--- src/rtl/rc4_prga_engine.sv ---
// RC4 keystream (PRGA) engine: decrypts ciphertext ROM into plaintext RAM using a KSA-initialised S RAM.
// Optional CHAR_FILTER_EN: abort on the first byte outside [CHAR_LO, CHAR_HI] that is not CHAR_SP.
module rc4_prga_engine #(
    parameter int unsigned ADDR_W  = 8,
    parameter int unsigned MSG_MAX = 32,
    parameter int unsigned MSG_AW  = 5,
    parameter int unsigned DROP_N  = 0,
    parameter int unsigned CHAR_LO = 97,
    parameter int unsigned CHAR_HI = 122,
    parameter int unsigned CHAR_SP = 32
) (
    input  logic              clk,
    input  logic              reset,
    input  logic              start,
    input  logic [MSG_AW:0]   msg_len,
    output logic [ADDR_W-1:0] s_addr,
    output logic [ADDR_W-1:0] s_din,
    output logic              s_wren,
    input  logic [ADDR_W-1:0] s_dout,
    output logic [MSG_AW-1:0] k_addr,
    input  logic [7:0]        k_dout,
    output logic [MSG_AW-1:0] a_addr,
    output logic [7:0]        a_din,
    output logic              a_wren,
    output logic              busy,
    output logic              done,
    output logic              success,
    output logic [MSG_AW-1:0] fail_index
);
    localparam int unsigned LEN_W  = MSG_AW + 1;
    localparam int unsigned DROP_W = (DROP_N > 0) ? $clog2(DROP_N + 1) : 1;

    typedef enum logic [3:0] {
        IDLE, LOAD, INC_I, RD_SI, RD_SJ, WR_SJ, RD_KS, OUT, DONE
    } state_t;

    state_t            state;
    logic [ADDR_W-1:0] i;
    logic [ADDR_W-1:0] j;
    logic [ADDR_W-1:0] si;
    logic [ADDR_W-1:0] sj;
    logic [MSG_AW-1:0] k;
    logic [LEN_W-1:0]  len;
    logic [DROP_W-1:0] drop_cnt;
    logic [LEN_W-1:0]  len_clamped;
    logic [7:0]        pt_byte;
    logic              last_byte;
    logic              reject;

    assign len_clamped = (msg_len > LEN_W'(MSG_MAX)) ? LEN_W'(MSG_MAX) : msg_len;
    assign pt_byte     = 8'(s_dout) ^ k_dout;
    assign last_byte   = (LEN_W'(k) == (len - LEN_W'(1)));

`ifdef CHAR_FILTER_EN
    assign reject = ((pt_byte < 8'(CHAR_LO)) || (pt_byte > 8'(CHAR_HI))) && (pt_byte != 8'(CHAR_SP));
`else
    logic unused_filter_cfg;
    assign unused_filter_cfg = ^{8'(CHAR_LO), 8'(CHAR_HI), 8'(CHAR_SP)};
    assign reject            = 1'b0;
`endif

    // S RAM reads return data in the state after the address register is loaded.
    always_ff @(posedge clk or posedge reset) begin
        if (reset) begin
            state      <= IDLE;
            i          <= '0;
            j          <= '0;
            si         <= '0;
            sj         <= '0;
            k          <= '0;
            len        <= '0;
            drop_cnt   <= '0;
            s_addr     <= '0;
            s_din      <= '0;
            s_wren     <= 1'b0;
            k_addr     <= '0;
            a_addr     <= '0;
            a_din      <= '0;
            a_wren     <= 1'b0;
            busy       <= 1'b0;
            done       <= 1'b0;
            success    <= 1'b0;
            fail_index <= '0;
        end else begin
            s_wren <= 1'b0;
            a_wren <= 1'b0;
            done   <= 1'b0;
            case (state)
                IDLE: begin
                    if (start) begin
                        len        <= len_clamped;
                        busy       <= 1'b1;
                        success    <= 1'b0;
                        fail_index <= '0;
                        state      <= LOAD;
                    end
                end
                LOAD: begin
                    i        <= '0;
                    j        <= '0;
                    k        <= '0;
                    drop_cnt <= DROP_W'(DROP_N);
                    if ((len == '0) && (DROP_N == 0)) begin
                        success <= 1'b1;
                        done    <= 1'b1;
                        state   <= DONE;
                    end else begin
                        state <= INC_I;
                    end
                end
                INC_I: begin
                    i      <= i + ADDR_W'(1);
                    s_addr <= i + ADDR_W'(1);
                    state  <= RD_SI;
                end
                RD_SI: begin
                    si     <= s_dout;
                    j      <= j + s_dout;
                    s_addr <= j + s_dout;
                    state  <= RD_SJ;
                end
                RD_SJ: begin
                    sj     <= s_dout;
                    s_addr <= i;
                    s_din  <= s_dout;
                    s_wren <= 1'b1;
                    state  <= WR_SJ;
                end
                WR_SJ: begin
                    s_addr <= j;
                    s_din  <= si;
                    s_wren <= 1'b1;
                    state  <= RD_KS;
                end
                RD_KS: begin
                    s_addr <= si + sj;
                    k_addr <= k;
                    state  <= OUT;
                end
                OUT: begin
                    if (drop_cnt != '0) begin
                        drop_cnt <= drop_cnt - DROP_W'(1);
                        // A zero-length run with discard ends once the last dropped byte is consumed.
                        if ((drop_cnt == DROP_W'(1)) && (len == '0)) begin
                            success <= 1'b1;
                            done    <= 1'b1;
                            state   <= DONE;
                        end else begin
                            state <= INC_I;
                        end
                    end else begin
                        a_addr <= k;
                        a_din  <= pt_byte;
                        a_wren <= 1'b1;
                        if (reject) begin
                            success    <= 1'b0;
                            fail_index <= k;
                            done       <= 1'b1;
                            state      <= DONE;
                        end else if (last_byte) begin
                            success <= 1'b1;
                            done    <= 1'b1;
                            state   <= DONE;
                        end else begin
                            k     <= k + MSG_AW'(1);
                            state <= INC_I;
                        end
                    end
                end
                DONE: begin
                    busy  <= 1'b0;
                    state <= IDLE;
                end
                default: state <= IDLE;
            endcase
        end
    end

endmodule

--- config.mk ---
export PLATFORM = sky130hd
export DESIGN_NAME = rc4_prga_engine
export DESIGN_NICKNAME = d
export VERILOG_FILES = /design/src/rtl/rc4_prga_engine.sv
export SDC_FILE = /design/constraint.sdc
export NUM_CORES = 1
export LEC_CHECK = 0
export CAP_MARGIN = 20
export CORE_AREA = 5 5 95 97
export CTS_BUF_LIST = sky130_fd_sc_hd__clkbuf_8 sky130_fd_sc_hd__clkbuf_16
export DETAILED_ROUTE_END_ITERATION = 6
export DIE_AREA = 0 0 100 102
export PLACE_DENSITY = 0.85
export SYNTH_ARGS = -nofsm -noshare
export SYNTH_HDL_FRONTEND = slang
export SYNTH_SLANG_ARGS = --single-unit
export TNS_END_PERCENT = 5
--- constraint.sdc ---
create_clock -name clk -period 3.97 [get_ports clk]
set_clock_uncertainty 0.2 [all_clocks]
set_input_delay 0.397 -clock clk [delete_from_list [all_inputs] [get_ports clk]]
set_output_delay 0.397 -clock clk [all_outputs]
set_load 0.1 [all_outputs]
; After elaboration in Yosys (flattened, before gate mapping)
; Cells that the tools add are included.
[word_totals]
word_cells = 90
mem_count = 0
latchBits = 0
inputBits = 25
mem_bits_rw = 0
rom_bits = 0
regBits = 87
[classes]
div = 0
shift = 0
n_lt_le_gt_ge = 1
n_addsub = 6
eq_ne = 15
n_reduce_logical = 16
muxes = 32
multipliers = 0
bitwise_logic = 2
[ops]
columns = op, n
row1 = 8-bit one-hot mux with 2 select lines, 3
row2 = 8-bit one-hot mux with 5 select lines, 1
row3 = 4-bit one-hot mux with 8 select lines, 1
row4 = 4-bit 2-to-1 mux, 5
row5 = 8-bit adder, 2
row6 = 4-bit by 3-bit == test with 1-bit output (second input constant), 4
row7 = 1-bit 2-to-1 mux, 14
row8 = 5-bit 2-to-1 mux, 2
row9 = 5-bit one-hot mux with 2 select lines, 1
row10 = 2-bit nonzero test, 5
row11 = 8-bit by 1-bit adder with 8-bit output (second input constant), 1
row12 = 4-bit by 2-bit == test with 1-bit output (second input constant), 2
row13 = 2-bit inequality test (second input constant), 4
row14 = 8-bit XOR, 1
row15 = 5-bit by 6-bit == test with 1-bit output, 1
row16 = 6-bit greater-than comparator (second input constant), 1
row17 = 6-bit zero test, 1
row18 = 6-bit 2-to-1 mux, 1
row19 = 3-bit inequality test (second input constant), 2
row20 = 1-bit one-hot mux with 2 select lines, 3
row21 = 2-bit AND reduction, 3
row22 = 6-bit by 1-bit subtractor with 6-bit output (second input constant), 1
row23 = 5-bit by 1-bit adder with 5-bit output (second input constant), 1
row24 = 5-bit AND reduction, 1
row25 = 11 further kinds, 11

; Logic depth before layout (Yosys ltp)
; Gate-level depths: netlist of the first run.
[logic_depth]
word_depth = 5
depth_mapped = 7
depth_no_buf = 7

; Worst setup path after synthesis of the first run
; Ideal clock, no wire load.
[synth_timing]
kind = input to register
startpoint = input port s_dout[0]
endpoint = register s_addr[6]
t_required_ns = 3.635
setup_slack_ns = 1.838
n_path_buf = 0
arrival_time_ns = 1.797
path_stages = 7
setup_ns = 0.135
path_cell_list = ha_1 -> fa_1 -> a21o_1 -> a21oi_1 -> nor2_1 -> a211oi_1 -> a31oi_1
[synth_via]
elab_chain_len = 2
[synth_lines]
columns = element, line
row1 = "start, declared", 19  ; input logic [ADDR_W-1:0] s_dout,
row2 = 8-bit adder, 119  ; s_addr <= j + s_dout;
row3 = 8-bit one-hot mux with 5 select lines, 88  ; case (state)
row4 = "end signal, assigned", 119
row5 = "end signal, assigned", 124  ; s_addr <= i;
row6 = "end signal, assigned", 130  ; s_addr <= j;
row7 = "end, declared", 16  ; output logic [ADDR_W-1:0] s_addr,
; No other way between the ends.
; A chain may end at the register's enable or synchronous reset.

; Final worst setup path of the first run
[layout_timing]
startpoint = register state[0]
endpoint = register i[4]
[layout_via]
elab_chain_len = 2
[layout_lines]
columns = element, line
row1 = "start, declared", 37  ; state_t state;
row2 = "start signal, assigned", 65  ; state <= IDLE;
row3 = "start signal, assigned", 95  ; state <= LOAD;
row4 = "start signal, assigned", 106  ; state <= DONE;
row5 = 4-bit by 2-bit == test with 1-bit output / 4-bit by 1-bit == test with 1-bit output (equally long branches), 88
row6 = 8-bit one-hot mux with 2 select lines / 2-bit nonzero test (equally long branches), -
row7 = "end signal, assigned", 112  ; i <= i + ADDR_W'(1);
row8 = "end, declared", 38  ; logic [ADDR_W-1:0] i;
; Several ways; a longest one is shown, not always the timed one.

==> results.py, run 1 <==
metrics = {
    "final_layout": {
        "final_layout_size_suffix_gt1_frac": 0.0710,
        "nets": 603,
        "post-route-util": 0.701,
        "syn_to_final_growth_pct": 21.1,
        "n_antenna_cell": 0,
    },
    "sta": {
        "final-max-slew-violation-count": 0,
        "setup_viol": 0,
        "worst_slack_ns": 1.30,
        "relSlewSlack": 0.337,
        "fin_tns_setup_ns": 0,
        "rsz0062_at_grt": "false",
        "worstMarginPinSlew_ns": 0.992,
        "finalCritPeriodShare": 0.673,
        "hold_viol": 0,
        "period_minus_slack_ns": 2.67,
        "timing.fmax_mhz": 375,
    },
    "status": {
        "status": "complete, no violations",
    },
    "clocking": {
        "cts_made_buffers": 9,
        "clkSinkCount": 86,
        "clk_pin_slew_worst_paths_ns": 0.09,
        "postCtsSetupRepairBufs": 0,
        "clk_latency_ns": 0.36,
        "cts_tree": "yes",
        "root_buffer": "clkbuf_8",
        "clock_path_buffers": 2,
        "cts_resized": 0,
        "cts-htree-levels": 3,
        "cts_hold_buffers": 0,
    },
    "global_route": {
        "antenna_found_initial": 0,
        "overflow": 0,
        "grtUsageTotal": 0.233,
        "grt_max_degree": 63,
        "first_global_vias": 3922,
        "grt_pass1_wl_microns": 19100,
    },
    "floorplan": {
        "start_util": 0.579,
        "dieWidth_microns": 100,
        "die-area_sq_mm": 0.0102,
        "io_pins": 69,
        "fp-row-count": 33,
        "die_y_microns": 102,
        "core-area_sq_mm": 0.00805,
    },
    "setup_path": {
        "start_kind": "flop",
        "crit_path_max_fanout": 16,
        "critPathArrivalTime_ns": 2.73,
        "r2r_cells": 5,
        "r2r_slack_ns": 1.30,
        "critical_path_class": "reg -> reg",
        "crit_required_ns": 4.02,
        "endpoint_kind": "flop",
    },
    "placed_design": {
        "place_ws_ns": 1.03,
        "port_buffers": 63,
        "dpl.hpwl_microns": 8380,
        "place_congestion": 0.933,
    },
    "run": {
        "maxCapViolations": 0,
    },
    "detailed_routing": {
        "ant_nets": 0,
        "avgViaCountPerCell": 5.88,
        "drtIter0Drc": 243,
        "avgRoutedWirePerCell_microns": 17.4,
        "post-route-drc-count": 0,
        "vias": 3929,
        "drtPass1Iterations": 5,
        "routed_wl_microns": 11600,
    },
    "synth": {
        "syn-cell-area_sq_mm": 0.00466,
        "synth-main-ff-cell": "dfrtp_1",
        "syn_inst": 500,
        "synth-async-reset-ratio": 1.00,
        "syn_avg_cell_area_sq_um": 9.33,
        "synth_edf_count": 0,
        "synth_cell_types": 54,
        "ys_seq_area_frac": 0.461,
        "ys.warnings.count": 0,
        "ys_ff_latch": 86,
    },
    "hold_path": {
        "holdCritPathClass": "in -> async",
    },
}
==> stage by stage <==
stage	area, sq um	hold WS, ns	instances
2_1_floorplan	4680	0.273	504
3_3_place_gp	5390	0.255	651
3_5_place_dp	5390	0.260	651
4_1_cts	5620	0.279	667
5_1_grt	5650	0.0514	668
6_report	5650	0.0481	668
==> synth_stat cells, types with 7 or more instances <==
cell / number / area share
mux2_2: 9 / 0.022
a21oi_1: 15 / 0.016
xor2_1: 9 / 0.017
nor3_1: 9 / 0.0097
a21o_1: 10 / 0.016
dfrtp_1: 86 / 0.46
inv_1: 13 / 0.010
nand3_1: 10 / 0.011
nand2b_1: 10 / 0.013
o21ai_0: 38 / 0.041
mux2i_1: 7 / 0.015
clkbuf_1: 15 / 0.012
nor2_1: 19 / 0.015
a22oi_1: 12 / 0.019
xnor2_1: 15 / 0.028
nand2_1: 117 / 0.094
ha_1: 18 / 0.048
==> kinds of logic after synthesis <==
group	count (synthesis)	share of synthesized area
mux	16	0.0368
buf+inv	40	0.0381
xor+xnor	24	0.0451
compound gates	119	0.172
fa+ha+maj	20	0.0569
simple gates	194	0.189
other cells	1	0.000804
flops	86	0.461
==> flip-flops by register name, indices dropped and copies added, names as in the netlist <==
register and count:
a_addr 5, a_din 8, a_wren 1, busy 1, done 1, i 8, j 8, k 5
k_addr 5, len 6, s_addr 8, s_din 8, s_wren 1, si 8, sj 8, state 4
success 1
==> area by class of cell <==
| cell class | count | area [sq um] |
|---|---|---|
| clock buffers | 11 | 151 |
| well taps | 105 | 131 |
| flip-flops and latches | 86 | 2150 |
| multi-input cells | 378 | 2380 |
| repair buffers | 70 | 703 |
| clock inverters | 5 | 81.3 |
| fillers | 643 | 2400 |
| inverters | 13 | 50.0 |
==> cells in the final DEF (no fill, tap or decap), types with 3 or more instances in the layout <==
master,instances
nand2_1,117
dfrtp_1,86
clkdlybuf4s50_1,63
o21ai_0,38
nor2_1,19
ha_1,18
xnor2_1,15
a21oi_1,15
inv_1,12
a22oi_1,12
clkbuf_8,11
nand3_1,10
nand2b_1,10
a21o_1,10
nor3_1,9
xor2_1,9
mux2_2,9
mux2i_1,7
o211ai_1,6
buf_4,6
conb_1,5
and2_1,4
o2111a_1,4
a31oi_1,4
nand4_1,4
nand3b_1,4
a211oi_1,4
a221oi_1,4
nor2b_1,3
and3_1,3
a211o_1,3
a22o_1,3
==> per-layer routing <==
metal	track usage	up-vias	part of all wire
met5	0	-	0
met4	0.0694	0	0.021
met3	0.0519	26	0.058
met2	0.397	127	0.51
met1	0.302	1914	0.41
li1	-	1862	-
==> final timing paths <==
check	to	startpoint
max	i[4]	state[0]
max reg2reg	i[4]	state[0]
min	s_din[1]	reset
min reg2reg	s_din[6]	s_din[6]
max in group asynchronous	i[0]	reset
min in group clk	s_din[6]	s_din[6]
==> critical path, cell delays in order (launching register included) <==
cell and delay, ns:
dfrtp_1 0.70, or3b_1 0.56, or2_1 0.42, and2_0 0.32
a21o_1 0.21, a21o_1 0.16
Power of run 1 is not shown: default switching activity piles up to over one toggle a cycle in this logic, so the estimate is an artifact.
==> run 2: changes to the inputs <==
--- a/config.mk
+++ b/config.mk
@@ -6,11 +6,11 @@
 export NUM_CORES = 1
 export LEC_CHECK = 0
 export CAP_MARGIN = 20
-export CORE_AREA = 5 5 95 97
+export CORE_AREA = 5 5 104 106
 export CTS_BUF_LIST = sky130_fd_sc_hd__clkbuf_8 sky130_fd_sc_hd__clkbuf_16
 export DETAILED_ROUTE_END_ITERATION = 6
-export DIE_AREA = 0 0 100 102
-export PLACE_DENSITY = 0.85
+export DIE_AREA = 0 0 109 111
+export PLACE_DENSITY = 0.75
 export SYNTH_ARGS = -nofsm -noshare
 export SYNTH_HDL_FRONTEND = slang
 export SYNTH_SLANG_ARGS = --single-unit
==> constraint.sdc (replaced) <==
create_clock -name clk -period 2.2 [get_ports clk]
set_clock_uncertainty 0.2 [all_clocks]
set_input_delay 0.22 -clock clk [delete_from_list [all_inputs] [get_ports clk]]
set_output_delay 0.22 -clock clk [all_outputs]
set_load 0.1 [all_outputs]
==> run 2 against run 1 <==
  * Global-route usage decreased by 2.8 points
  * Sequential share of layout area is 2.2 points lower
  * Count of clock-buffer cells in the layout is 2 lower
  * Critical path depth is 2 higher
==> results.py, run 2 (same netlist as run 1, synthesis figures left out) <==
metrics = {
    "status": {
        "status": "complete, no violations",
    },
    "final_layout": {
        "syn_to_final_growth_pct": 28.4,
        "post-route-util": 0.618,
        "layout_commonest_cell": "nand2_1",
        "final_cell_mix": "117 x nand2_1, 85 x dfrtp_1, 85 x buf_4, 37 x o21ai_0, 24 x clkdlybuf4s50_1",
        "fillers": 788,
        "nets": 645,
        "n_antenna_cell": 0,
        "final_layout_size_suffix_gt1_frac": 0.231,
    },
    "hold_path": {
        "holdCritPathClass": "in -> async",
    },
    "sta": {
        "final-max-slew-violation-count": 0,
        "whs_ns": 0.0177,
        "finalCritPeriodShare": 0.972,
        "hold_viol": 0,
        "fin_tns_setup_ns": 0,
        "worst_slack_ns": 0.0611,
        "timing.fmax_mhz": 468,
        "setup_viol": 0,
        "period_minus_slack_ns": 2.14,
    },
    "floorplan": {
        "die_y_microns": 111,
        "core-area_sq_mm": 0.00968,
        "fp-row-count": 36,
        "io_pins": 69,
        "start_util": 0.482,
        "die-area_sq_mm": 0.0121,
        "dieWidth_microns": 109,
    },
    "clocking": {
        "cts_tree": "yes",
        "clkSinkCount": 86,
        "cts_made_buffers": 9,
        "postCtsSetupRepairBufs": 0,
        "cts_hold_buffers": 0,
        "clk_latency_ns": 0.36,
        "clock_path_buffers": 2,
        "root_buffer": "clkbuf_8",
        "clk_pin_slew_worst_paths_ns": 0.10,
        "cts-htree-levels": 3,
    },
    "setup_path": {
        "crit_slowest_cell": "dfrtp_1",
        "slowest_delay_ns": 0.44,
        "crit_path_max_fanout": 4,
        "critPathArrivalTime_ns": 2.19,
        "start_kind": "flop",
        "critical_path_class": "reg -> reg",
        "rr_startpoint": "len[1]",
        "endpoint_kind": "flop",
        "crit_required_ns": 2.26,
        "startpoint": "len[1]",
        "path_cells": "inv_2, ha_1, and2_1, a211o_1, a31oi_2, o21ai_0, a311oi_1",
    },
    "placed_design": {
        "place_ws_ns": -0.304,
        "dpl.hpwl_microns": 8950,
        "place_congestion": 0.882,
        "port_buffers": 63,
    },
    "detailed_routing": {
        "vias": 4057,
        "ant_nets": 0,
        "drtIter0Drc": 263,
        "post-route-drc-count": 0,
        "routed_wl_microns": 12000,
        "avgViaCountPerCell": 5.50,
        "avgRoutedWirePerCell_microns": 16.3,
        "drtPass1Iterations": 5,
    },
    "global_route": {
        "antenna_found_initial": 0,
        "grtUsageTotal": 0.206,
        "grt_max_degree": 37,
        "first_global_vias": 4120,
        "grt_pass1_wl_microns": 20000,
        "overflow": 0,
    },
    "run": {
        "maxCapViolations": 0,
    },
}
==> run 2: final timing paths <==
kind,endpoint,slack (ns),depth (start not counted)
min reg2reg,s_din[3],0.28,2
max in group asynchronous,state[1],1.24,3
min,a_addr[0],0.02,2
max reg2reg,state[1],0.06,7
max,state[1],0.06,7
min in group clk,len[3],0.23,3
==> run 2: per-layer routing <==
layer	up-vias	track usage	share of wire
met3	23	0.0355	0.053
li1	1949	-	-
met2	111	0.336	0.50
met1	1974	0.275	0.43
met5	-	0	0
met4	0	0.0682	0.018
==> run 2: final cells by class <==
| cell class | count | area (sq um) | area share |
|---|---|---|---|
| repair buffers | 112 | 938 | 0.157 |
| clock inverters | 7 | 80.1 | 0.0134 |
| flip-flops and latches | 86 | 2150 | 0.360 |
| well taps | 133 | 166 | 0.0278 |
| multi-input cells | 378 | 2470 | 0.413 |
| clock buffers | 9 | 124 | 0.0207 |
| inverters | 13 | 52.6 | 0.00878 |
==> run 2: worst max-delay path: cells and delay by family (launching register included) <==
kind,cells,cell delay [ns]
buffers and inverters,1,0.07
adder cells (fa/ha/maj),1,0.19
AO/OA/AOI/OAI,4,0.96
flip-flops,1,0.44
AND/OR/NAND/NOR,1,0.19
==> run 2: stage by stage <==
| stage | instance area (sq um) | cells |
|---|---|---|
| 2_1_floorplan | 4680 | 504 |
| 3_3_place_gp | 5690 | 722 |
| 3_5_place_dp | 5690 | 722 |
| 4_1_cts | 5900 | 738 |
| 5_1_grt | 5990 | 738 |
| 6_report | 5990 | 738 |
==> run 2: repair_timing <==
item | 4_1_cts | 5_1_grt
resized for setup | 2 | 21
setup endpoints to repair | 4 | 15
pin swaps | 0 | 5
endpoints found under the hold margin | 0 | 0
gates cloned | 0 | 0
Power of run 2 is left out for the same reason.
